`config.mk`:
```
export PLATFORM = sky130hd
export DESIGN_NAME = ram2fifo_selftest
export DESIGN_NICKNAME = d
export VERILOG_FILES = /design/src/rtl/ram2fifo_pkg.sv /design/src/rtl/sync_fifo.sv /design/src/rtl/ram2fifo_selftest.sv
export SDC_FILE = /design/constraint.sdc
export NUM_CORES = 1
export LEC_CHECK = 0
export BUFFER_PORTS_ARGS = -buffer_cell sky130_fd_sc_hd__buf_2
export CAP_MARGIN = 20
export CORE_MARGIN = 8
export CORE_UTILIZATION = 55
export CTS_BUF_LIST = sky130_fd_sc_hd__clkbuf_8 sky130_fd_sc_hd__clkbuf_16
export CTS_CLUSTER_DIAMETER = 150
export CTS_CLUSTER_SIZE = 24
export DETAILED_ROUTE_END_ITERATION = 10
export PLACE_DENSITY = 0.77
export SYNTH_ARGS = -nofsm -noshare
export SYNTH_HDL_FRONTEND = slang
export SYNTH_SLANG_ARGS = --single-unit
```
`constraint.sdc`:
```
create_clock -name clk -period 4.4 [get_ports clk]
set_input_delay 0.44 -clock clk [delete_from_list [all_inputs] [get_ports clk]]
set_output_delay 0.44 -clock clk [all_outputs]
set_load 0.01 [all_outputs]
```
`src/rtl/ram2fifo_pkg.sv`:
```
// Shared types and default sizing for the RAM-to-FIFO self-test harness.
// Latency: n/a (types and constants only).
// Backpressure: n/a.
package ram2fifo_pkg;
    typedef enum logic [1:0] {IDLE, FILL, XFER, DONE} state_t;

    localparam int          DEF_DW   = 16;
    localparam int          DEF_AW   = 6;
    localparam int          DEF_FAW  = 3;
    localparam logic [15:0] DEF_SEED = 16'hA5A5;
endpackage

```
`src/rtl/sync_fifo.sv`:
```
// Show-ahead synchronous FIFO; dout always presents the head entry.
// Latency: a pushed word is visible on dout the cycle after the push edge.
// Backpressure: push while full is dropped unless a pop happens in the same cycle; pop while empty is ignored.
module sync_fifo #(
    parameter int DW  = 16,
    parameter int FAW = 3
) (
    input  logic           clk,
    input  logic           rst,
    input  logic           push,
    input  logic [DW-1:0]  din,
    input  logic           pop,
    output logic [DW-1:0]  dout,
    output logic           full,
    output logic           empty,
    output logic [FAW:0]   level
);
    localparam int F = 1 << FAW;

    logic [DW-1:0]  mem [F];
    logic [FAW-1:0] wr_ptr;
    logic [FAW-1:0] rd_ptr;
    logic           do_push;
    logic           do_pop;

    assign full    = (level == (FAW+1)'(F));
    assign empty   = (level == '0);
    assign do_pop  = pop && !empty;
    // A simultaneous pop frees the slot, so a push against a full FIFO still lands.
    assign do_push = push && (!full || do_pop);
    assign dout    = mem[rd_ptr];

    always_ff @(posedge clk or negedge rst) begin
        if (!rst) begin
            wr_ptr <= '0;
            rd_ptr <= '0;
            level  <= '0;
        end else begin
            if (do_push) wr_ptr <= wr_ptr + 1'b1;
            if (do_pop)  rd_ptr <= rd_ptr + 1'b1;
            case ({do_push, do_pop})
                2'b10:   level <= level + 1'b1;
                2'b01:   level <= level - 1'b1;
                default: ;
            endcase
        end
    end

    always_ff @(posedge clk) begin
        if (do_push) mem[wr_ptr] <= din;
    end
endmodule

```
`src/rtl/ram2fifo_selftest.sv`:
```
// Self-stimulating harness: fill RAM with SEED+a, stream it through a FIFO, drain at 3/4 rate and check.
// Latency: N fill cycles, then roughly 4N/3 transfer cycles to done.
// Backpressure: RAM reads are credit-gated on FIFO occupancy; the consumer idles one cycle in four.
module ram2fifo_selftest
    import ram2fifo_pkg::*;
#(
    parameter int            DW   = DEF_DW,
    parameter int            AW   = DEF_AW,
    parameter int            FAW  = DEF_FAW,
    parameter logic [DW-1:0] SEED = DEF_SEED
) (
    input  logic         clk,
    input  logic         rst,
    output logic         busy,
    output logic         done,
    output logic         err,
    output logic [AW:0]  word_cnt,
    output logic [FAW:0] fifo_level
);
    localparam int N = 1 << AW;
    localparam int F = 1 << FAW;

    state_t         state;
    logic [AW-1:0]  wr_addr;
    logic [AW:0]    rd_addr;
    logic [1:0]     cc;
    logic [DW-1:0]  ram [N];
    logic [DW-1:0]  rd_dat;
    logic           rd_vld;

    logic           wr_en;
    logic [DW-1:0]  wr_pat;
    logic           rd_issue;
    logic           pop;
    logic [DW-1:0]  fifo_dout;
    logic           fifo_full;
    logic           fifo_empty;
    logic           fifo_err;
    logic [DW-1:0]  exp_dat;
    logic           mismatch;
    logic [FAW+1:0] occ_next;

    // Reset always lands in IDLE, which takes the first fill write on the first clock.
    assign wr_en  = (state == IDLE) || (state == FILL);
    assign wr_pat = SEED + DW'(wr_addr);

    assign pop = (state == XFER) && !fifo_empty && (cc != 2'b11);

    // Occupancy after this edge: the in-flight read lands and this cycle's pop leaves.
    assign occ_next = {1'b0, fifo_level} + (FAW+2)'(rd_vld) - (FAW+2)'(pop);
    assign rd_issue = (state == XFER) && (rd_addr < (AW+1)'(N)) && (occ_next < (FAW+2)'(F));

    assign exp_dat  = SEED + DW'(word_cnt);
    assign mismatch = pop && (fifo_dout != exp_dat);
    assign fifo_err = (rd_vld && fifo_full && !pop) || (pop && fifo_empty);

    always_ff @(posedge clk) begin
        if (wr_en)    ram[wr_addr] <= wr_pat;
        if (rd_issue) rd_dat       <= ram[rd_addr[AW-1:0]];
    end

    sync_fifo #(
        .DW  (DW),
        .FAW (FAW)
    ) u_fifo (
        .clk   (clk),
        .rst   (rst),
        .push  (rd_vld),
        .din   (rd_dat),
        .pop   (pop),
        .dout  (fifo_dout),
        .full  (fifo_full),
        .empty (fifo_empty),
        .level (fifo_level)
    );

    always_ff @(posedge clk or negedge rst) begin
        if (!rst) begin
            state    <= IDLE;
            busy     <= 1'b0;
            done     <= 1'b0;
            err      <= 1'b0;
            wr_addr  <= '0;
            rd_addr  <= '0;
            rd_vld   <= 1'b0;
            cc       <= '0;
            word_cnt <= '0;
        end else begin
            rd_vld <= rd_issue;
            if (fifo_err || mismatch) err <= 1'b1;
            case (state)
                IDLE: begin
                    state   <= FILL;
                    busy    <= 1'b1;
                    wr_addr <= wr_addr + 1'b1;
                end
                FILL: begin
                    wr_addr <= wr_addr + 1'b1;
                    if (wr_addr == AW'(N-1)) begin
                        state <= XFER;
                        cc    <= '0;
                    end
                end
                XFER: begin
                    cc <= cc + 1'b1;
                    if (rd_issue) rd_addr <= rd_addr + 1'b1;
                    if (pop) begin
                        word_cnt <= word_cnt + 1'b1;
                        if (word_cnt == (AW+1)'(N-1)) begin
                            state <= DONE;
                            busy  <= 1'b0;
                            done  <= 1'b1;
                        end
                    end
                end
                DONE: ;
                default: state <= IDLE;
            endcase
        end
    end
endmodule

```
==> results.yml <==
clock_network:
  ctsResizeCount: 0
  clk_latency_ps: 580
  cts_tree: "built"
  htreeDepth: 1
  clock_sinks: 549
  cts_buffers: 26
  clkSlewWorstSetupHoldPaths_ps: 90
  cts_root_buf: "clkbuf_16"
  cts.path.max_buffers: 3
worst_setup_path:
  critPathMaxFanout: 15
  slowest_stage: "a311oi_4"
  regToRegSetupSlack_ps: 970
  crit_path_end_kind: "flip-flop"
  worstPathCellList: "inv_1 -> ha_1 -> nand2b_2 -> a211o_1 -> ha_1 -> nand2_1 -> a2111oi_1 -> o31ai_1 -> a311oi_4 -> nand4_1 -> xnor2_1"
  critical_path_buf_inv_count: 1
  cp_common_cell: "ha_1"
  critPathKind: "flip-flop to flip-flop"
  cpLargestDelayFamily: "compound AO/OA/AOI/OAI gates"
  worstSetupStartpointType: "flip-flop"
  crit-reg2reg-launch: "state[0]$_DFFE_PN0P_"
  r2r_end: "rd_addr[5]$_DFFE_PN0P_"
  cpPeakStageDelay_ps: 700
  reg2reg_depth: 11
  cp.required_ps: 4830
  cp.arrival_ps: 3860
floorplan:
  ios: 16
  die_x_um: 216
  dieArea_um2: 46600
  initial_utilization: 0.555
  die_height_um: 216
  row_count: 73
  fp.coreArea_um2: 39500
yosys:
  synth_edf_count: 511
  syn_area_per_cell_um2: 20.5
  synthDistinctLibCells: 53
  yosysSeqAreaShare: 0.742
  synth-compound-area-share: 0.0146
  synthXorXnorAreaFrac: 0.0164
  synth_mux_area_frac: 0.166
  syn_nets: 1093
  synth-adder-area-share: 0.0108
  synthArstFlopShare: 0.0692
  syn-instance-count: 1072
  synth.cell_area_um2: 22000
  synth_top_flop_cell: "edfxtp_1"
  synth_top_family_by_area: "multiplexers"
  synthSimpleGateAreaFrac: 0.0361
  ys_ff_latch: 549
  synth_warnings: 0
finish:
  drive_above_1_share: 0.220
  fin_util: 0.595
  syn_to_final_growth_pct: 7.13
  antennaDiodeCount: 0
  fillers: 2716
  fin_nets: 1111
route:
  wl_mm: 41.5
  drcViolationCount: 0
  first_pass_iters: 5
  vias: 10128
  via_per_inst: 6.19
  drt_iter0_markers: 1129
  wl_per_cell_um: 25.4
  final_antenna_net_count: 0
sta:
  fin_skew_ps: 31.0
  max_freq_ghz: 0.291
  final_max_slew_viol_count: 0
  fin_crit_ps: 3430
  fin_crit_sh: 0.781
  tightest_slew_ps: 1060
  hold_viol_final: 0
  fin_setup_tns_ps: 0
  worst_slew_margin_rel: 0.290
  setup_violations: 0
  rsz0062_at_grt: "no"
hold_path:
  min_to: "done$_DFFE_PN0P_"
  holdCritStartpoint: "done$_DFFE_PN0P_"
  min_path_type: "flip-flop to flip-flop"
  hold_depth: 1
placement:
  place_congestion: 0.808
  dp_hpwl_mm: 26.0
  numPortBuffers: 15
run:
  maxCapViolCount: 0
grt:
  grt_pass1_wl_mm: 63.9
  grtUsageTotal: 0.179
  grt_max_degree: 66
  antenna_found_initial: 0
  grt_pass1_vias: 10181
  grt_overflow: 0
power:
  p_leak_nw: 7.13
  peakVddDrop_uv: 281
  pwr_density_cell_nw_per_um2: 349
run_status:
  status: "completed"
==> state kept, by name, indices dropped and copies added (netlist names) <==
name           count
busy               1
u_fifo.level       4
err                1
rd_vld             1
rd_dat             7
done               1
u_fifo.mem        56
ram              448
u_fifo.wr_ptr      3
wr_addr            6
rd_addr            7
u_fifo.rd_ptr      3
state              2
cc                 2
word_cnt           7
==> logic make-up after synthesis <==
kind of cell	after synthesis
multiplexers	180
AO/OA/AOI/OAI	46
flip-flops	549
AND/OR/NAND/NOR	176
adder cells (fa/ha/maj)	19
buffers and inverters	61
XOR/XNOR	41
==> cell usage after synthesis, drive strengths merged, types with 3 or more instances <==
cell | number | share of area
nor2b | 8 | 0.0023
buf | 27 | 0.0075
o21ai | 15 | 0.0034
nand3b | 5 | 0.0017
mux4 | 147 | 0.15
nand4 | 3 | 0.00086
dfrtp | 38 | 0.043
a21oi | 8 | 0.0018
mux2i | 22 | 0.010
a211oi | 6 | 0.0021
nor3 | 6 | 0.0014
nand2b | 4 | 0.0013
nor2 | 84 | 0.014
ha | 19 | 0.011
xor2 | 12 | 0.0048
nand3 | 7 | 0.0016
mux2 | 11 | 0.0056
xnor2 | 29 | 0.012
nor4 | 3 | 0.00086
nand2 | 43 | 0.0074
clkbuf | 25 | 0.0043
inv | 8 | 0.0014
edfxtp | 511 | 0.70
==> placed cells by master (no fill, tap or decap), types with 8 or more instances in the layout <==
cell type | netlist | routed
a21oi_1 | 8 | 8
buf_2 | 14 | 16
buf_4 | 4 | 17
clkbuf_16 | 0 | 26
dfrtp_1 | 38 | 35
edfxtp_1 | 511 | 511
ha_1 | 19 | 18
inv_1 | 7 | 26
mux2_2 | 10 | 10
mux2i_1 | 22 | 22
mux4_2 | 147 | 147
nand2_1 | 43 | 43
nor2_1 | 84 | 84
nor2b_1 | 8 | 8
o21ai_0 | 9 | 9
xnor2_1 | 29 | 25
xor2_1 | 12 | 12
==> metal layers <==
metal | part of all wire | GRT usage | up-vias
li1 | - | - | 4365
met1 | 0.41 | 0.256 | 5295
met2 | 0.49 | 0.284 | 408
met3 | 0.076 | 0.0319 | 60
met4 | 0.026 | 0.0454 | 0
met5 | 0 | 0 | -
==> worst max-delay path by stage <==
stage / start / end / slack, ps / depth (start not counted)
6_report: state[0]$_DFFE_PN0P_ / rd_addr[5]$_DFFE_PN0P_ / 970 / 11
5_1_grt: state[0]$_DFFE_PN0P_ / rd_addr[4]$_DFFE_PN0P_ / 660 / 11
4_1_cts: state[0]$_DFFE_PN0P_ / rd_addr[5]$_DFFE_PN0P_ / 900 / 11
3_5_place_dp: state[0]$_DFFE_PN0P_ / rd_addr[4]$_DFFE_PN0P_ / 930 / 11
3_3_place_gp: state[0]$_DFFE_PN0P_ / rd_addr[4]$_DFFE_PN0P_ / 1050 / 11
2_1_floorplan: wr_addr[0]$_DFFE_PN0P_ / ram[0][5]$_DFFE_PP_ / 1140 / 4
==> layout make-up <==
type,instances,area [µm²],share of cell area
clock inverters,22,96.3,0.00410
multi-input cells,462,5410,0.230
repair buffers,42,365,0.0155
flip-flops and latches,549,16300,0.693
well taps,525,657,0.0279
inverters,9,33.8,0.00144
clock buffers,26,651,0.0277
==> metrics by stage <==
step                      hold WS, ps  total power [W]  cells  cell area, µm²  setup WS [ps]
final                             493          0.00821   1635           23500            965
after global routing              510          0.00843   1635           23500            656
after global placement            451          0.00574   1581           22700           1050
after floorplan                   144          0.00573   1072           22000           1140
after CTS                         493          0.00826   1631           23500            904
after detailed placement          468          0.00574   1582           22700            933
==> repair_timing <==
item	4_1_cts	5_1_grt
setup buffers	0	0
hold buffers	1	0
hold endpoints to repair	2	0
==> where the power goes <==
part / leakage (nW) / internal, W / total (W) / switching (W)
registers: 5.03 / 0.00561 / 0.00561 / 0
logic: 1.66 / 0.000000884 / 0.00000771 / 0.00000683
clock network: 0.438 / 0.00109 / 0.00259 / 0.00151
total: 7.13 / 0.00670 / 0.00821 / 0.00151
Note: power is estimated with default switching activity, not from simulation.
